[config.mk]
export PLATFORM = sky130hd
export DESIGN_NAME = line_sequencer
export DESIGN_NICKNAME = d
export VERILOG_FILES = /design/src/rtl/line_sequencer.sv
export SDC_FILE = /design/constraint.sdc
export NUM_CORES = 1
export LEC_CHECK = 0
export CELL_PAD_IN_SITES_DETAIL_PLACEMENT = 2
export CELL_PAD_IN_SITES_GLOBAL_PLACEMENT = 2
export CORE_ASPECT_RATIO = 2
export CORE_MARGIN = 1
export CORE_UTILIZATION = 28
export DETAILED_ROUTE_END_ITERATION = 8
export GPL_TIMING_DRIVEN = 0
export PLACE_DENSITY = 0.88
export SETUP_SLACK_MARGIN = 0.3
export SYNTH_ARGS = -nofsm -noshare
export SYNTH_HDL_FRONTEND = slang
export SYNTH_SLANG_ARGS = --single-unit
export TNS_END_PERCENT = 10
[constraint.sdc]
create_clock -name clk -period 2.5 [get_ports clk]
set_clock_uncertainty 0.1 [all_clocks]
set_input_delay 0.625 -clock clk [delete_from_list [all_inputs] [get_ports clk]]
set_output_delay 0.625 -clock clk [all_outputs]
set_load 0.005 [all_outputs]
[src/rtl/line_sequencer.sv]
// Frame sequencer: optional black clear sweep, then one drawer launch per ROM line.
// Muxes the framebuffer write port between the clear sweep and the drawer stream.
module line_sequencer #(
  parameter int NUM_LINES = 37,
  parameter int SCREEN_W  = 640,
  parameter int SCREEN_H  = 480,
  parameter int COORD_W   = 11,
  parameter int ADDR_W    = 6
) (
  input  logic               clk,
  input  logic               reset,
  input  logic               start,
  input  logic               clear_en,
  output logic [ADDR_W-1:0]  rom_addr,
  input  logic [COORD_W-1:0] rom_x0,
  input  logic [COORD_W-1:0] rom_y0,
  input  logic [COORD_W-1:0] rom_x1,
  input  logic [COORD_W-1:0] rom_y1,
  output logic [COORD_W-1:0] ld_x0,
  output logic [COORD_W-1:0] ld_y0,
  output logic [COORD_W-1:0] ld_x1,
  output logic [COORD_W-1:0] ld_y1,
  output logic               ld_start,
  input  logic [COORD_W-1:0] ld_x,
  input  logic [COORD_W-1:0] ld_y,
  input  logic               ld_done,
  output logic [COORD_W-1:0] fb_x,
  output logic [COORD_W-1:0] fb_y,
  output logic               fb_color,
  output logic               fb_write,
  output logic               busy,
  output logic               frame_done
);

  localparam logic [COORD_W-1:0] LP_XMAX = COORD_W'(SCREEN_W - 1);
  localparam logic [COORD_W-1:0] LP_YMAX = COORD_W'(SCREEN_H - 1);
  localparam logic [ADDR_W-1:0]  LP_AMAX = ADDR_W'(NUM_LINES - 1);

  typedef enum logic [2:0] {
    S_IDLE,
    S_CLEAR,
    S_FETCH,
    S_LAUNCH,
    S_GUARD,
    S_WAIT,
    S_DONE
  } state_t;

  state_t             r_state;
  logic [COORD_W-1:0] r_cx;
  logic [COORD_W-1:0] r_cy;
  logic [COORD_W-1:0] r_hx;
  logic [COORD_W-1:0] r_hy;
  logic [ADDR_W-1:0]  r_addr;
  logic [COORD_W-1:0] r_x0;
  logic [COORD_W-1:0] r_y0;
  logic [COORD_W-1:0] r_x1;
  logic [COORD_W-1:0] r_y1;
  logic               r_ld_start;
  logic               r_frame_done;

  logic [COORD_W-1:0] w_fb_x;
  logic [COORD_W-1:0] w_fb_y;

  // Frame FSM; r_hx/r_hy remember the last written pixel for idle states
  always_ff @(posedge clk or negedge reset) begin
    if (!reset) begin
      r_state      <= S_IDLE;
      r_cx         <= '0;
      r_cy         <= '0;
      r_hx         <= '0;
      r_hy         <= '0;
      r_addr       <= '0;
      r_x0         <= '0;
      r_y0         <= '0;
      r_x1         <= '0;
      r_y1         <= '0;
      r_ld_start   <= 1'b0;
      r_frame_done <= 1'b0;
    end else begin
      unique case (r_state)
        S_IDLE: begin
          if (start) begin
            if (clear_en) begin
              r_cx    <= '0;
              r_cy    <= '0;
              r_state <= S_CLEAR;
            end else begin
              r_addr  <= '0;
              r_state <= S_FETCH;
            end
          end
        end
        S_CLEAR: begin
          r_hx <= r_cx;
          r_hy <= r_cy;
          if (r_cx == LP_XMAX) begin
            r_cx <= '0;
            if (r_cy == LP_YMAX) begin
              r_cy    <= '0;
              r_addr  <= '0;
              r_state <= S_FETCH;
            end else begin
              r_cy <= r_cy + 1'b1;
            end
          end else begin
            r_cx <= r_cx + 1'b1;
          end
        end
        S_FETCH: begin
          r_x0       <= rom_x0;
          r_y0       <= rom_y0;
          r_x1       <= rom_x1;
          r_y1       <= rom_y1;
          r_ld_start <= 1'b1;
          r_state    <= S_LAUNCH;
        end
        S_LAUNCH: begin
          r_ld_start <= 1'b0;
          r_state    <= S_GUARD;
        end
        S_GUARD: begin
          r_state <= S_WAIT;
        end
        S_WAIT: begin
          r_hx <= ld_x;
          r_hy <= ld_y;
          if (ld_done) begin
            if (r_addr == LP_AMAX) begin
              r_frame_done <= 1'b1;
              r_state      <= S_DONE;
            end else begin
              r_addr  <= r_addr + 1'b1;
              r_state <= S_FETCH;
            end
          end
        end
        S_DONE: begin
          r_frame_done <= 1'b0;
          r_addr       <= '0;
          r_state      <= S_IDLE;
        end
        default: r_state <= S_IDLE;
      endcase
    end
  end

  // Framebuffer address mux: sweep counter, drawer pixel, or held value
  always_comb begin
    w_fb_x = r_hx;
    w_fb_y = r_hy;
    if (r_state == S_CLEAR) begin
      w_fb_x = r_cx;
      w_fb_y = r_cy;
    end else if (r_state == S_WAIT) begin
      w_fb_x = ld_x;
      w_fb_y = ld_y;
    end
  end

  assign fb_x       = w_fb_x;
  assign fb_y       = w_fb_y;
  assign fb_write   = (r_state == S_CLEAR) || (r_state == S_WAIT);
  assign fb_color   = (r_state == S_WAIT);
  assign busy       = (r_state != S_IDLE);
  assign frame_done = r_frame_done;
  assign rom_addr   = r_addr;
  assign ld_x0      = r_x0;
  assign ld_y0      = r_y0;
  assign ld_x1      = r_x1;
  assign ld_y1      = r_y1;
  assign ld_start   = r_ld_start;

endmodule
==> metrics.md, run 1 <==
| Metric | Value |
|---|---|
| FMAX | `about 390 MHz` |
| Seq. cell area | `0.00248 sq mm` |
| Gr usage total | `about 25%` |
| Largest area contributor in the netlist | `dfrtp_1` |
| Area of the die | `between 0.015 and 0.02 sq mm` |
| Register area share after synthesis | `a little over half` |
| Drt initial violations | `approximately 130` |
| R2R depth | `6` |
| Sink count of the clock tree | `99` |
| Ranking of synthesized cells by area | `dfrtp_1 (54%), mux2_2 (11%), a21oi_1 (5.3%), mux2i_1 (5.2%), nor2_1 (3.8%)` |
| Routed WL per cell | `approximately 27 um` |
| ANT nets after route | `0` |
| Skew-Pair Late Insertion Delay | `around 360 ps` |
| Max_slew headroom | `between 40 and 50%` |
| Final Max Slew Viols | `0` |
| Comb pwr share | `a little under three fifths` |
| Synthesis-to-finish area growth | `63.5%` |
| HPWL Detailed | `about 13000 um` |
| Largest net degree at the start of global routing | `58` |
| TritonRoute pass-1 iters | `4` |
| Multi-input logic area | `0.00235 sq mm` |
| Layout cells sized above 1 | `33.4%` |
| Synth Flop Type | `dfrtp_1` |
| NumNets Final | `693` |
| Cell Rows | `65` |
| Sequential Power Share | `27.4%` |
| Residual DRC count | `0` |
| Global-route wire length before repair | `about 30000 um` |
| CP arrival | `~2700 ps` |
| Vias in the first global route | `5173` |
| Final period util | `104%` |
| Synth Net Count | `approximately 500` |
| EDFF count, synth | `0` |
| Failing checks | `setup timing` |
| Width of the chip | `about 93 um` |
| Maximum clock insertion buffer count | `2` |
| Distinct cell type count after synthesis | `44` |
| Vias/cell | `approximately 5.3` |
| #FFs+latches synth | `99` |
| Sequence of cells on the critical path | `ha_1 > and4_1 > and3_1 > a21oi_4 > o41ai_1 > o31ai_2` |
| RSZ-0062 raised after global routing | `true` |
| Max VDD drop | `0.587 mV` |
| # IOs | `148` |
| Most frequent cell after synthesis | `dfrtp_1` |
| Starting Density | `28.8%` |
| Switching Share | `approximately two fifths` |
| Slew @ Worst Pin | `between 800 and 900 ps` |
| Minimum clock period | `around 2600 ps` |
| CP Launch Type | `flip-flop` |
| H-tree levels | `3` |
| Critical Path Fanout Max | `9` |
| Final cell count without fillers | `between 800 and 900` |
| Total of max-cap violations | `0` |
| IO Port Bufs | `between 100 and 150` |
| Crit path max-delay cell type | `o41ai_1` |
| Yosys warning total | `0` |
| Die height | `between 150 and 200 um` |
| # fillers | `1576` |
| Power per cell area | `roughly 1300 mW/mm^2` |
| Largest stage delay on the critical path | `580 ps` |
| CTS buffer count | `9` |
| Mapped Cells | `approximately 420` |
| Setup WS pre-CTS | `-770 ps` |
| Final setup viols | `8` |
| Pint | `between 6 and 7 mW` |
| Core Box Area | `around 0.016 sq mm` |
| WP buf/inv | `0` |
| Final TNS setup | `-261 ps` |
| Final hold viol count | `0` |
| WP data required | `2620 ps` |
| Gpl congestion | `0.781` |
| Clock power frac | `16.5%` |
| Worst path depth | `6` |
| Hold/Removal Path Class | `in -> async` |
| Post-synth ARST share | `100%` |
| Initial antenna violation count | `3` |
| Commonest cells in the synthesized netlist | `dfrtp_1 (99), a21oi_1 (49), nor2_1 (46)` |
| Worst Setup End Kind | `flip-flop` |
| Grt ovf | `0` |
| Post-Route WL | `roughly 23000 um` |
| Sw Pwr | `between 3 and 4 mW` |
| Cell Area, Synth | `0.00460 sq mm` |
| P_leak | `~3.1 nW` |
| Reg clk slew, reported paths | `around 80 ps` |
| Avg Cell Area, Syn | `10.9 sq um` |
| Vias | `4402` |
| Worst setup margin | `-89.6 ps` |
| CTS tree | `built` |
| Status | `complete, but fails checks` |
| Post-synth top area share | `53.9%` |
| CP top delay family | `compound AO/OA/AOI/OAI gates` |
| Placed Cells incl. Taps | `770` |
| Worst Path Class, Setup | `reg -> reg` |
| Root buf cell | `clkbuf_16` |
-- kinds of logic after synthesis --
logic type / Yosys count / share of synthesized area, %
compound gates: 92 / 11.6
xor+xnor: 12 / 2.29
fa+ha+maj: 4 / 1.09
buf+inv: 31 / 2.69
flops: 99 / 53.9
mux: 68 / 16.0
simple gates: 115 / 12.5
-- registers in the layout (all words and copies together) (netlist names) --
name / flops
r_hx: 11
ld_x0: 11
rom_addr: 6
r_state: 3
frame_done: 1
r_cx: 11
r_hy: 11
ld_y0: 11
ld_start: 1
ld_y1: 11
ld_x1: 11
r_cy: 11
-- cell type report --
class	instances	area share [%]
diodes	3	0.0999
plain buffers	21	3.86
clock buffers	9	3.00
clock inverters	6	1.51
inverters	10	0.499
multi-input cells	291	31.2
flip-flops and latches	99	33.0
well taps	201	3.34
repair buffers	186	23.4
-- timing repair --
action | 4_1_cts | 5_1_grt
gates cloned | 2 | 0
resized for setup | 160 | 86
endpoints found under the setup margin | 110 | 94
buffers inserted | 20 | 16
pin swaps | 3 | 28
hold buffers | 0 | 0
-- power groups by stage --
stage / clock network (mW) / registers (mW) / logic, mW
6_report: 1.64 / 2.73 / 5.59
5_1_grt: 1.71 / 2.79 / 5.87
4_1_cts: 1.65 / 2.66 / 4.99
3_5_place_dp: 0 / 2.69 / 4.28
3_3_place_gp: 0 / 2.61 / 4.01
2_1_floorplan: 0 / 2.62 / 1.92
-- stage by stage --
stage	hold slack (ps)	utilization (%)	instance area (sq um)	power (mW)
after floorplan	229	-	4600	4.54
after global placement	389	39.7	6320	6.62
after detailed placement	398	39.8	6350	6.97
after CTS	278	44.9	7160	9.31
after global routing	302	47.2	7520	10.4
final	270	47.2	7520	9.95
-- worst reg2reg max path, delay by kind of cell (launching register included) --
kind | cells | cell delay [ps]
adder cells (fa/ha/maj) | 1 | 330
flip-flops | 1 | 450
AND/OR/NAND/NOR | 2 | 650
AO/OA/AOI/OAI | 3 | 920
-- cell usage in the layout, fill, tap and decap left out, types with 9 or more instances in the layout --
cell type and instances:
a21oi_2 16, buf_2 26, clkdlybuf4s50_1 121, clkbuf_16 16, o21ai_0 10, nor2_1 35
inv_1 9, mux2_2 44, a21oi_1 32, dfrtp_1 96, nand2_1 16, buf_4 29
mux2i_1 17
-- worst paths after layout --
path / start / endpoint / slack [ps]
max: r_cy[0] / rom_addr[4] / -90
min: reset / ld_y1[9] / 270
max reg2reg: r_cy[0] / rom_addr[4] / -90
min reg2reg: ld_y1[10] / ld_y1[10] / 410
max in group asynchronous: reset / r_hy[7] / 1320
min in group clk: ld_y1[10] / ld_y1[10] / 410
-- per-layer routing --
layer / GRT usage (%) / vias up / wire length [um]
met4: 18.0 / 0 / 1400
met3: 4.60 / 66 / 737
met5: 0 / - / 0
li1: - / 1902 / -
met1: 21.1 / 2269 / 7160
met2: 48.2 / 165 / 13300
Note: power is estimated with default switching activity, not from simulation.
==> run 2, diff against run 1 <==
- CORE_UTILIZATION: 28 -> 31
- PLACE_DENSITY: 0.88 -> 0.95
- clock period: 2.5 -> 3.3 ns (I/O delays scaled with it)
==> run 2 against run 1 <==
Net effect: the run now ends clean; sequential share of layout area grew 3.8 points; sequential power shrank 24%; hold slack gained 87 ps; clock-buffer cell count is the same; via count shrank 4.3%.
==> metrics.md, run 2 (synthesis results as in run 1) <==
| Metric | Value |
|---|---|
| Final instance area | `0.00674 sq mm (-10%)` |
| Maximum clock insertion buffer count | `2 (unchanged)` |
| Reg-to-reg critical path endpoint | `r_cy[4]` |
| Routed WL per cell | `26.7 um (-2.0%)` |
| Die height | `174 um (-4.9%)` |
| Cell Rows | `62 (-4.6%)` |
| Final TNS setup | `0 ps (+261 ps)` |
| Worst path most repeated cell | `clkbuf_8` |
| Slew @ Worst Pin | `960 ps (+132 ps)` |
| Max VDD drop | `0.463 mV (-21%)` |
| CTS buffer count | `9 (unchanged)` |
| Sequence of cells on the critical path | `nor2b_2 > buf_4 > clkbuf_8 > clkbuf_8 > a21oi_1 > clkdlybuf4s50_1` |
| Synthesis-to-finish area growth | `46.6%` |
| Initial antenna violation count | `2 (-1)` |
| Final hold viol count | `0 (unchanged)` |
| Grt ovf | `0 (unchanged)` |
| Gr usage total | `28.7% (+4.1 points)` |
| Reg-to-Reg Start | `r_cx[8]` |
| Critical Path Fanout Max | `10 (+1)` |
| Worst Setup End Kind | `primary output` |
| Global-route wire length before repair | `31400 um (+3.2%)` |
| Root buf cell | `clkbuf_16` |
| Starting Density | `31.9% (+3.0 points)` |
| Postcts setup bufs | `0 (-100%)` |
| Final Power | `6.70 mW (-33%)` |
| Power per cell area | `993 mW/mm^2 (-25%)` |
| WP data required | `2370 ps (-250 ps)` |
| Largest net degree at the start of global routing | `60 (+3.4%)` |
| Vias/cell | `5.41 (+1.4%)` |
| Status | `complete, no violations` |
| CP Launch Type | `flip-flop` |
| Top sig layer | `met4` |
| CP arrival | `2270 ps (-440 ps)` |
| Residual DRC count | `0 (unchanged)` |
| WP buf/inv | `4 (+4)` |
| Post-Route WL | `20800 um (-7.6%)` |
| Area after DPL | `0.00633 sq mm (-0.22%)` |
| HPWL Detailed | `14300 um (+8.7%)` |
| CP top delay family | `buffers and inverters` |
| Met1 WL | `7070 um (-1.3%)` |
| Gpl congestion | `0.822 (+5.3%)` |
| Width of the chip | `88.1 um (-4.9%)` |
| Max_slew headroom | `36.0% (-8.8 points)` |
| H-tree levels | `3 (unchanged)` |
| Hold/Removal Path Class | `in -> async` |
| R2R depth | `5 (-1)` |
| Final setup viols | `0 (-8)` |
| ANT nets after route | `0 (unchanged)` |
| Most frequent cells in the layout | `clkdlybuf4s50_1 (140), dfrtp_1 (98), a21oi_1 (47)` |
| WL met2 | `11700 um (-11%)` |
| Drt initial violations | `196 (+46%)` |
| Total of max-cap violations | `0 (unchanged)` |
| Final period util | `a little over nine tenths` |
| Crit path max-delay cell type | `clkdlybuf4s50_1` |
| Reg clk slew, reported paths | `70 ps (about the same)` |
| Internal reg-to-reg setup slack | `490 ps (+580 ps)` |
| Core Box Area | `0.0144 sq mm (-9.5%)` |
| WL met3 | `735 um (-0.27%)` |
| Final Max Slew Viols | `0 (unchanged)` |
| FMAX | `around 310 MHz` |
| Sink count of the clock tree | `99 (unchanged)` |
| Largest stage delay on the critical path | `530 ps (-50 ps)` |
| Skew-Pair Late Insertion Delay | `380 ps (+20 ps)` |
| Vias in the first global route | `5036 (-2.6%)` |
| Commonest non-fill, non-tap cell in the layout | `clkdlybuf4s50_1` |
| Minimum clock period | `between 3000 and 4000 ps` |
| Layout cells sized above 1 | `15.7% (-18 points)` |
| CTS tree | `built` |
| Worst Path Class, Setup | `reg -> out` |
| IO Port Bufs | `147 (unchanged)` |
| RSZ-0062 raised after global routing | `true` |
| Area of the die | `0.0154 sq mm (-9.5%)` |
| # IOs | `148 (unchanged)` |
| NumNets Final | `655 (-5.5%)` |
| TritonRoute pass-1 iters | `4 (unchanged)` |
| P_leak | `2.76 nW (-11%)` |
| Vias | `4211 (-4.3%)` |
==> run 2: cell type report <==
type	count	area (sq um)
antenna	2	5.00
timing repair buffer	148	1500
buffer	21	156
tap	192	240
clock buffer	9	225
multi-input combinational	291	2030
inverter	10	37.5
sequential	99	2480
fill	1498	7690
clock inverter	7	73.8
==> run 2: power by group <==
group	internal [mW]	total (mW)	switching (mW)
logic	1.77	3.51	1.74
registers	1.72	2.07	0.353
clock network	0.533	1.11	0.579
total	4.02	6.70	2.67
==> run 2: worst max path at each step <==
stage               start       end  slack, ps  cells after the start
6_report       r_state[0]  fb_y[10]        100                      6
5_1_grt        r_state[1]   fb_x[7]         10                      7
4_1_cts        r_state[1]  fb_y[10]         80                      7
3_5_place_dp   r_state[2]   fb_x[5]       -340                      6
3_3_place_gp        reset  ld_y0[4]      -2390                      1
2_1_floorplan  r_state[2]   fb_x[4]        740                      5
==> run 2: through the flow <==
step | hold slack, ps | std cells | utilization, % | setup WS, ps
3_3_place_gp | 390 | 760 | 43.7 | -2390
3_5_place_dp | 400 | 761 | 43.9 | -338
5_1_grt | 398 | 778 | 46.7 | 14.6
2_1_floorplan | 374 | 421 | - | 739
4_1_cts | 375 | 777 | 46.5 | 84.9
6_report | 357 | 779 | 46.7 | 103
==> run 2: timing repair <==
action,CTS,global route
hold buffers,0,0
gates resized for setup,32,10
setup endpoints to repair,24,24
==> run 2: worst reg2reg max path, stage by stage (launching register included) <==
cell	delay (ps)
dfrtp_1	470
or4b_1	690
nor3_1	270
a21oi_1	340
nor2_1	600
nor2_1	180
==> run 2: routing by layer <==
metal	track usage [%]	vias to the layer above
met2	52.1	155
met1	28.6	2183
li1	-	1814
met4	17.6	0
met5	0	-
met3	6.22	59
==> run 3, diff against run 2 <==
- CORE_MARGIN: 1 -> 2
- RECOVER_POWER: unset -> 25
==> run 3 against run 2 <==
Net effect: the run now ends with capacitance limit, slew limit left; global-route usage shrank 7.1 points; largest cell class unchanged; via count is 4.1% lower; total power shrank 3.3%; combinational power is 3% lower.
==> metrics.md, run 3 (synthesis results as in run 1) <==
| Metric | Value |
|---|---|
| Global-route wire length before repair | `26500 um (-16%)` |
| CP Launch Type | `primary input` |
| # IOs | `148 (unchanged)` |
| Failing checks | `capacitance limit, slew limit` |
| Synthesis-to-finish area growth | `48.0%` |
| Initial antenna violation count | `1 (-1)` |
| Critical Path Fanout Max | `2 (-8)` |
| Final Power | `6.47 mW (-3.3%)` |
| Gpl congestion | `0.778 (-5.3%)` |
| Starting Density | `31.4% (-0.51 points)` |
| Gr usage total | `21.6% (-7.1 points)` |
| Minimum clock period | `3100 ps (-99.4 ps)` |
| Total of max-cap violations | `1 (+1)` |
| Cell Rows | `63 (+1.6%)` |
| Skew-Pair Late Insertion Delay | `350 ps (-30 ps)` |
| Setup WS pre-CTS | `-467 ps (-129 ps)` |
| CP top delay family | `buffers and inverters` |
| Drt initial violations | `129 (-34%)` |
| CTS tree | `built` |
| Die height | `176 um (+1.1%)` |
| Largest stage delay on the critical path | `540 ps (about the same)` |
| Largest net degree at the start of global routing | `62 (+3.3%)` |
| Power per cell area | `951 mW/mm^2 (-4.3%)` |
| Commonest non-fill, non-tap cell in the layout | `clkdlybuf4s50_1` |
| Sink count of the clock tree | `99 (unchanged)` |
| CP arrival | `2170 ps (-100 ps)` |
| Worst path most repeated cell | `clkdlybuf4s50_1` |
| Final period util | `93.9% (-3.0 points)` |
| Area of the die | `0.0159 sq mm (+3.4%)` |
| Max_slew headroom | `-51.8% (-88 points)` |
| Finished Core Util | `46.4% (-0.30 points)` |
| Slew @ Worst Pin | `2280 ps (+1320 ps)` |
| Maximum clock insertion buffer count | `2 (unchanged)` |
| Vias in the first global route | `4736 (-6.0%)` |
| Final hold viol count | `0 (unchanged)` |
| CTS buffer count | `9 (unchanged)` |
| Grt ovf | `0 (unchanged)` |
| Hold Slack | `407 ps (+49.9 ps)` |
| IO Port Bufs | `147 (unchanged)` |
| TritonRoute pass-1 iters | `4 (unchanged)` |
| H-tree levels | `3 (unchanged)` |
| Worst setup margin | `202 ps (+99.4 ps)` |
| Most frequent cells in the layout | `clkdlybuf4s50_1 (142), dfrtp_1 (98), nor2_1 (46)` |
| Final Max Slew Viols | `39 (+39)` |
| P_leak | `2.78 nW (+0.68%)` |
| Status | `complete, but fails checks` |
| Routed WL per cell | `21.4 um (-20%)` |
| Core Box Area | `0.0147 sq mm (+1.6%)` |
| Layout cells sized above 1 | `15.8% (+0.12 points)` |
| Worst Path Class, Setup | `in -> out` |
| Residual DRC count | `0 (unchanged)` |
| Worst Setup End Kind | `primary output` |
| ANT nets after route | `0 (unchanged)` |
| Vias | `4039 (-4.1%)` |
| HPWL Detailed | `12400 um (-13%)` |
| RSZ-0062 raised after global routing | `true` |
| Internal reg-to-reg setup slack | `670 ps (+180 ps)` |
| Crit path max-delay cell type | `clkdlybuf4s50_1` |
| CTS Hold Buffers Added | `0 (unchanged)` |
| WP buf/inv | `2 (-2)` |
| WP data required | `2370 ps (about the same)` |
| NumNets Final | `657 (+0.31%)` |
| Root buf cell | `clkbuf_16` |
| Reg clk slew, reported paths | `60 ps (about the same)` |
| Sequence of cells on the critical path | `clkdlybuf4s50_1 > mux2i_1 > a21oi_2 > clkdlybuf4s50_1` |
| Vias/cell | `5.16 (-4.6%)` |
| Final TNS setup | `0 ps (unchanged)` |
| Final setup viols | `0 (unchanged)` |
| FMAX | `323 MHz (+3.2%)` |
| Max VDD drop | `0.446 mV (-3.7%)` |
| Hold/Removal Path Class | `reg -> reg` |
| Post-Route WL | `16700 um (-20%)` |
| Width of the chip | `90.1 um (+2.3%)` |
| # fillers | `1537 (+2.6%)` |
[run 3: area by class of cell]
| cell class | instances | area (sq um) | share of cell area, % |
|---|---|---|---|
| Clock buffer | 12 | 246 | 3.62 |
| Tap cell | 195 | 244 | 3.59 |
| Multi-Input combinational cell | 291 | 2060 | 30.3 |
| Clock inverter | 4 | 50.0 | 0.736 |
| Inverter | 10 | 37.5 | 0.552 |
| Antenna cell | 1 | 2.50 | 0.0368 |
| Buffer | 21 | 175 | 2.57 |
| Sequential cell | 99 | 2480 | 36.4 |
| Timing Repair Buffer | 150 | 1510 | 22.2 |
[run 3: worst paths after layout]
| path | from | cells after the start | endpoint |
|---|---|---|---|
| min | ld_y1[2] | 1 | ld_y1[2] |
| min in group asynchronous | reset | 1 | r_hy[7] |
| min reg2reg | ld_y1[2] | 1 | ld_y1[2] |
| max reg2reg | r_cx[8] | 5 | rom_addr[3] |
| max | ld_y[4] | 4 | fb_y[4] |
| max in group asynchronous | reset | 1 | ld_y1[10] |
[run 3: metrics by stage]
stage / cell area (sq um) / cells
after CTS: 6750 / 780
after global routing: 6800 / 783
after detailed placement: 6340 / 764
final: 6800 / 783
after floorplan: 4600 / 421
after global placement: 6310 / 763
[run 3: report_power, final]
part,internal [mW],switching [mW]
registers,1.72,0.291
logic,1.83,1.57
clock network,0.608,0.454
total,4.16,2.31
[run 3: per-layer routing]
layer / up-vias / track usage, % / wire length (um)
met5: - / 0 / 0
li1: 1823 / - / -
met3: 26 / 3.84 / 559
met4: 0 / 8.53 / 397
met2: 103 / 39.1 / 9160
met1: 2087 / 25.1 / 6630
[run 3: timing repair]
| item | CTS | global route |
|---|---|---|
| setup buffers | 0 | 2 |
| endpoints found under the setup margin | 24 | 23 |
| resized for setup | 38 | 14 |
| cloned | 0 | 0 |
| pin swaps | 0 | 2 |
